**src/rtl/uart_pkg.sv**
```systemverilog
// Shared UART definitions: line FSM encoding, default rates and bit-timing helpers.
// Used by both the transmit and receive sides of the 32-bit link.
package uart_pkg;

    localparam int DEF_CLK_FREQ  = 50_000_000;
    localparam int DEF_BAUD_RATE = 115_200;

    typedef enum logic [2:0] {
        ST_IDLE  = 3'd0,
        ST_START = 3'd1,
        ST_DATA  = 3'd2,
        ST_STOP  = 3'd3,
        ST_GAP   = 3'd4
    } uart_state_t;

    function automatic int clks_per_bit(input int clk_freq, input int baud_rate);
        return clk_freq / baud_rate;
    endfunction

    function automatic int cnt_width(input int n);
        return (n > 1) ? $clog2(n) : 1;
    endfunction

endpackage

```
**src/rtl/uart_byte_tx.sv**
```systemverilog
// Single 8N1 byte serialiser. A start coinciding with o_done chains the next
// frame directly after the stop bit with no idle time.
module uart_byte_tx
    import uart_pkg::*;
#(
    parameter int CLKS_PER_BIT = 434
) (
    input  logic       sys_clk,
    input  logic       sys_rst,
    input  logic       i_start,
    input  logic [7:0] i_data,
    output logic       o_txd,
    output logic       o_busy,
    output logic       o_done
);

    localparam int            CW        = cnt_width(CLKS_PER_BIT);
    localparam logic [CW-1:0] BAUD_LAST = CW'(CLKS_PER_BIT - 1);

    uart_state_t   r_state;
    uart_state_t   w_state_next;
    logic [CW-1:0] r_baud_cnt;
    logic [2:0]    r_bit_idx;
    logic [7:0]    r_data;
    logic          r_txd;
    logic          w_txd_next;
    logic          w_bit_end;
    logic          w_go;

    assign w_bit_end = (r_baud_cnt == BAUD_LAST);
    assign o_done    = (r_state == ST_STOP) && w_bit_end;
    assign o_busy    = (r_state != ST_IDLE);
    assign o_txd     = r_txd;
    assign w_go      = i_start && ((r_state == ST_IDLE) || o_done);

    always_ff @(posedge sys_clk or posedge sys_rst) begin
        if (sys_rst) begin
            r_state    <= ST_IDLE;
            r_txd      <= 1'b1;
            r_baud_cnt <= '0;
            r_bit_idx  <= 3'd0;
            r_data     <= 8'h00;
        end else begin
            r_state <= w_state_next;
            r_txd   <= w_txd_next;
            if (w_go) begin
                r_data     <= i_data;
                r_baud_cnt <= '0;
                r_bit_idx  <= 3'd0;
            end else if (r_state != ST_IDLE) begin
                if (w_bit_end) begin
                    r_baud_cnt <= '0;
                    if (r_state == ST_DATA) begin
                        r_bit_idx <= (r_bit_idx == 3'd7) ? 3'd0 : r_bit_idx + 3'd1;
                    end
                end else begin
                    r_baud_cnt <= r_baud_cnt + CW'(1);
                end
            end
        end
    end

    // Next line level is decided one cycle ahead so uart_txd comes straight from a flop.
    always_comb begin
        w_state_next = r_state;
        w_txd_next   = r_txd;
        if (w_go) begin
            w_state_next = ST_START;
            w_txd_next   = 1'b0;
        end else begin
            case (r_state)
                ST_IDLE: begin
                    w_state_next = ST_IDLE;
                    w_txd_next   = 1'b1;
                end
                ST_START: begin
                    if (w_bit_end) begin
                        w_state_next = ST_DATA;
                        w_txd_next   = r_data[0];
                    end else begin
                        w_txd_next   = 1'b0;
                    end
                end
                ST_DATA: begin
                    if (w_bit_end && (r_bit_idx == 3'd7)) begin
                        w_state_next = ST_STOP;
                        w_txd_next   = 1'b1;
                    end else if (w_bit_end) begin
                        w_txd_next   = r_data[r_bit_idx + 3'd1];
                    end else begin
                        w_txd_next   = r_data[r_bit_idx];
                    end
                end
                ST_STOP: begin
                    w_txd_next = 1'b1;
                    if (w_bit_end) begin
                        w_state_next = ST_IDLE;
                    end else begin
                        w_state_next = ST_STOP;
                    end
                end
                default: begin
                    w_state_next = ST_IDLE;
                    w_txd_next   = 1'b1;
                end
            endcase
        end
    end

endmodule

```
**src/rtl/uart_word_tx.sv**
```systemverilog
// 32-bit word transmitter: four 8N1 frames, most significant byte first,
// with an optional idle-high gap between the bytes of one word.
module uart_word_tx
    import uart_pkg::*;
#(
    parameter int CLK_FREQ     = DEF_CLK_FREQ,
    parameter int BAUD_RATE    = DEF_BAUD_RATE,
    parameter int CLKS_PER_BIT = clks_per_bit(CLK_FREQ, BAUD_RATE),
    parameter int BYTE_GAP     = 0
) (
    input  logic        sys_clk,
    input  logic        sys_rst,
    input  logic [31:0] tx_data,
    input  logic        tx_valid,
    output logic        tx_ready,
    output logic        uart_txd,
    output logic        tx_busy,
    output logic        tx_done
);

    localparam bit         HAS_GAP  = (BYTE_GAP > 0);
    localparam logic [9:0] GAP_LAST = 10'((BYTE_GAP > 0) ? BYTE_GAP - 1 : 0);

    // ST_START here means "a byte frame is on the line"; bit timing lives in uart_byte_tx.
    uart_state_t r_state;
    uart_state_t w_state_next;
    logic [31:0] r_shift;
    logic [1:0]  r_byte_idx;
    logic [9:0]  r_gap_cnt;
    logic        w_accept;
    logic        w_last_done;
    logic        w_byte_start;
    logic        w_byte_done;
    logic        w_byte_busy;
    logic [7:0]  w_byte_data;

    assign w_last_done = (r_state == ST_START) && w_byte_done && (r_byte_idx == 2'd3);
    assign tx_ready    = ((r_state == ST_IDLE) && !w_byte_busy) || w_last_done;
    assign tx_busy     = !tx_ready;
    assign tx_done     = w_last_done;
    assign w_accept    = tx_valid && tx_ready;

    uart_byte_tx #(
        .CLKS_PER_BIT (CLKS_PER_BIT)
    ) u_byte_tx (
        .sys_clk (sys_clk),
        .sys_rst (sys_rst),
        .i_start (w_byte_start),
        .i_data  (w_byte_data),
        .o_txd   (uart_txd),
        .o_busy  (w_byte_busy),
        .o_done  (w_byte_done)
    );

    always_ff @(posedge sys_clk or posedge sys_rst) begin
        if (sys_rst) begin
            r_state    <= ST_IDLE;
            r_shift    <= 32'h0000_0000;
            r_byte_idx <= 2'd0;
            r_gap_cnt  <= 10'd0;
        end else begin
            r_state <= w_state_next;
            if (w_accept) begin
                r_shift    <= tx_data;
                r_byte_idx <= 2'd0;
                r_gap_cnt  <= 10'd0;
            end else if ((r_state == ST_START) && w_byte_done && (r_byte_idx != 2'd3)) begin
                r_shift    <= {r_shift[23:0], 8'h00};
                r_byte_idx <= r_byte_idx + 2'd1;
                r_gap_cnt  <= 10'd0;
            end else if (r_state == ST_GAP) begin
                r_gap_cnt  <= (r_gap_cnt == GAP_LAST) ? 10'd0 : r_gap_cnt + 10'd1;
            end
        end
    end

    // Without a gap the next byte starts on the same edge the shift register advances.
    always_comb begin
        w_state_next = r_state;
        w_byte_start = 1'b0;
        w_byte_data  = r_shift[31:24];
        case (r_state)
            ST_IDLE: begin
                if (w_accept) begin
                    w_state_next = ST_START;
                    w_byte_start = 1'b1;
                    w_byte_data  = tx_data[31:24];
                end else begin
                    w_state_next = ST_IDLE;
                end
            end
            ST_START: begin
                if (w_byte_done && (r_byte_idx == 2'd3) && w_accept) begin
                    w_byte_start = 1'b1;
                    w_byte_data  = tx_data[31:24];
                end else if (w_byte_done && (r_byte_idx == 2'd3)) begin
                    w_state_next = ST_IDLE;
                end else if (w_byte_done && HAS_GAP) begin
                    w_state_next = ST_GAP;
                end else if (w_byte_done) begin
                    w_byte_start = 1'b1;
                    w_byte_data  = r_shift[23:16];
                end else begin
                    w_state_next = ST_START;
                end
            end
            ST_GAP: begin
                if (r_gap_cnt == GAP_LAST) begin
                    w_state_next = ST_START;
                    w_byte_start = 1'b1;
                end else begin
                    w_state_next = ST_GAP;
                end
            end
            default: begin
                w_state_next = ST_IDLE;
            end
        endcase
    end

endmodule

```
**config.mk**
```make
export PLATFORM = sky130hd
export DESIGN_NAME = uart_word_tx
export DESIGN_NICKNAME = d
export VERILOG_FILES = /design/src/rtl/uart_pkg.sv /design/src/rtl/uart_byte_tx.sv /design/src/rtl/uart_word_tx.sv
export SDC_FILE = /design/constraint.sdc
export NUM_CORES = 1
export LEC_CHECK = 0
export ABC_AREA = 1
export CAP_MARGIN = 10
export CORE_ASPECT_RATIO = 1.4
export CORE_MARGIN = 5
export CORE_UTILIZATION = 64
export CTS_BUF_LIST = sky130_fd_sc_hd__clkbuf_8
export DETAILED_ROUTE_END_ITERATION = 7
export PLACE_DENSITY = 0.88
export SLEW_MARGIN = 10
export SYNTH_ARGS = -nofsm -noshare
export SYNTH_HDL_FRONTEND = slang
export SYNTH_HIERARCHICAL = 1
export SYNTH_SLANG_ARGS = --single-unit
```
**constraint.sdc**
```tcl
create_clock -name sys_clk -period 4.7 [get_ports sys_clk]
set_input_delay 0.94 -clock sys_clk [delete_from_list [all_inputs] [get_ports sys_clk]]
set_output_delay 0.94 -clock sys_clk [all_outputs]
set_load 0.01 [all_outputs]
```
==> impl_results.md <==
- Final setup violation count: 0
- Area Growth Syn to Fin: 15.5%
- Final hold vios: 0
- CTS tree: done
- Top cell type's share of synthesized area: 44.6%
- Final min period: 3530 ps
- Clk_skew: 6.81 ps
- Bufs on Longest Clock Path: 2
- Initial antenna violation count: 0
- Gp weighted congestion: 0.896
- Final HPWL DP: 5640 um
- Rows: 33
- Most frequent cell after synthesis: nand2_1
- Synth Net Count: 550
- Worst setup SP type: register
- First-pass GRT wire length: 14200 um
- Most used DFF post-synth: dfrtp_1
- DR WL/cell: 12.9 um
- Worst Hold Class: reg2reg
- Core area: 0.00582 mm2
- Synth area leaders: dfrtp_1 (45%), nand2_1 (17%), nand3_1 (7.5%)
- Net Sw Frac: 21.3%
- Leak Pwr: 0.00217 uW
- FF+latch area: 0.00173 mm2
- Setup TNS Final: 0 ps
- Switching pwr: 247 uW
- Cell area after synthesis: 0.00382 mm2
- #FFs+latches synth: 69
- Power Density: 263 mW/mm2
- # Max-Cap Violations: 0
- Vias in the first global route: 3326
- Ant diodes: 0
- Yosys cell types: 36
- RSZ-0062 raised after global routing: no
- Tcrit/Tclk final: 75.2%
- Clock share of power: 45.2%
- Via count: 3347
- Crit-path max FO: 12
- Drt drc: 0
- Count of cells resized by post-cts repair: 0
- Clk sinks: 69
- Clk slew on worst S/H paths: 70 ps
- Peak supply drop: 0.000249 V
- Commonest cells in the synthesized netlist: nand2_1 (173), dfrtp_1 (68), nand3_1 (57)
- CP Data Required Time: 3760 ps
- Post-CTS Hold Buffers: 0
- Multi-input logic area: 0.00176 mm2
- Synth area leader: dfrtp_1
- Post-route ant nets: 0
- Number of synthesized flops with an enable pin: 0
- Number of buffers added on ports: 38
- Avg Inst Size Synth: 7.58 um2
- Crit path arrival time: 2590 ps
- Critical path class: reg2out
- Die H: 101 um
- DRT Pass-1 Iters: 7
- CTS Buf Count: 9
- Crit-path cells: inv_1 > ha_1 > nand2_1 > nor3_1 > nand2_2 > nor2_1 > nand2_1 > inv_1 > nand2_1 > o21ai_2 > clkdlybuf4s50_1
- Max stage delay on crit path: 650 ps
- Final Non-Filler Cells: 615
- Combinational power share: 3.7%
- Total congestion overflow: 0
- Max transition margin: 41.5%
- Share of layout cells above drive strength 1: 7.34%
- Status: finished, final reports clean
- Pint: 914 uW
- Overall Global Routing Usage: 23.7%
- Fin nets: 586
- Routed Wire Length: 7950 um
- Number of vias per cell: 5.44
- Clk_lat worst skew: 340 ps
- Worst Tran Pin Value: 876 ps
- Initial DRC Count: 162
- Flop pwr share: 51.1%
- Htree depth: 3
- Fill count: 402
- Cells after Synth: 504
- CP max-delay cell: clkdlybuf4s50_1
- # IOs: 39
- Fmax: 283 MHz
- Post-CTS setup buffers: 0
- Synth Warn #: 6
- Die width: 75.3 um
- Sequential fraction of the synthesis area: 45.2%
- Critical path capture point type: primary output
- Pin count of the biggest net entering global routing: 47
- Initial core utilization: 65.6%
- Placed Cells: 599
- Util after Layout: 75.8%
- Clock root buffer: clkbuf_8
- CP most frequent cell: nand2_1
- Async S/R FF share, synth: 100%
- Pins over their slew limit: 0
- Die area: 0.00763 mm2
power groups by stage:
stage | Clock (uW) | Combinational, uW | Sequential (uW)
after global placement | 0 | 43.3 | 605
final | 525 | 42.6 | 593
after detailed placement | 0 | 43.2 | 605
after floorplan | 0 | 9.80 | 605
after CTS | 534 | 43.3 | 593
after global routing | 561 | 47.1 | 593
cells by family after synthesis:
family / after synthesis / share of synthesized area (%)
flip-flops: 69 / 45.2
adder cells (fa/ha/maj): 11 / 3.60
AO/OA/AOI/OAI: 59 / 8.65
AND/OR/NAND/NOR: 284 / 32.1
buffers and inverters: 74 / 8.75
XOR/XNOR: 7 / 1.61
cell usage in the layout (no fill, tap or decap), drive strengths merged:
cell type | synthesis | routed
a21oi | 6 | 6
a221oi | 1 | 1
a22oi | 1 | 1
a311oi | 1 | 1
a31oi | 1 | 1
buf | 13 | 1
bufinv | 0 | 2
clkbuf | 1 | 9
clkdlybuf4s50 | 0 | 38
clkinv | 2 | 4
clkinvlp | 0 | 3
dfrtp | 68 | 68
dfstp | 1 | 1
ha | 11 | 11
inv | 58 | 58
nand2 | 182 | 182
nand3 | 57 | 57
nand3b | 2 | 2
nand4 | 10 | 10
nor2 | 29 | 29
nor3 | 4 | 4
o2111ai | 1 | 1
o21ai | 45 | 45
o21bai | 1 | 1
o22ai | 2 | 2
xnor2 | 4 | 4
xor2 | 3 | 3
worst paths after layout:
| kind | start | end | slack, ps | depth (start not counted) |
|---|---|---|---|---|
| max | u_byte_tx/r_baud_cnt[1]$_DFFE_PP0P_ | tx_ready | 1170 | 11 |
| min | r_shift[7]$_DFFE_PP0P_ | r_shift[7]$_DFFE_PP0P_ | 480 | 2 |
| max reg2reg | u_byte_tx/r_baud_cnt[1]$_DFFE_PP0P_ | u_byte_tx/r_data[6]$_DFFE_PP0N_ | 1830 | 17 |
| min reg2reg | r_shift[7]$_DFFE_PP0P_ | r_shift[7]$_DFFE_PP0P_ | 480 | 2 |
| max in group asynchronous | sys_rst | u_byte_tx/r_data[2]$_DFFE_PP0N_ | 3040 | 2 |
| min in group asynchronous | sys_rst | r_gap_cnt[1]$_DFFE_PP0P_ | 1060 | 3 |
state kept, by name (all words and copies together), names as in the netlist:
name                  count
u_byte_tx/o_txd           1
r_shift                  32
u_byte_tx/r_bit_idx       3
r_gap_cnt                10
r_state                   2
u_byte_tx/r_data          8
u_byte_tx/r_baud_cnt      9
u_byte_tx/r_state         2
r_byte_idx                2
critical path: cells and delay by family, from the launching register on:
family,cells,cell delay [ps]
AO/OA/AOI/OAI,1,230
adder cells (fa/ha/maj),1,140
buffers and inverters,3,800
flip-flops,1,400
AND/OR/NAND/NOR,6,680
cell type report:
cell class                 count  share of cell area, %
clock buffer                   9                   2.81
clock inverter                 7                   2.07
inverter                      60                   5.33
multi-input combinational    361                   39.8
timing repair buffer          39                   8.79
tap                           70                   1.99
sequential                    69                   39.2
per-stage QoR:
stage	instance area (um2)	setup slack, ps	hold slack (ps)	total power, uW
floorplan	3820	2110	442	615
global placement	4200	1610	453	648
detailed placement	4200	1530	459	648
CTS	4410	1140	476	1170
global route	4410	912	507	1200
finish	4410	1170	475	1160
per-layer routing:
layer,global-route usage (%),share of wire [%]
met5,0,0
met4,9.56,1.9
met3,4.87,4.3
met2,40.3,52
met1,29.1,42
Note: power is estimated with default switching activity, not from simulation.
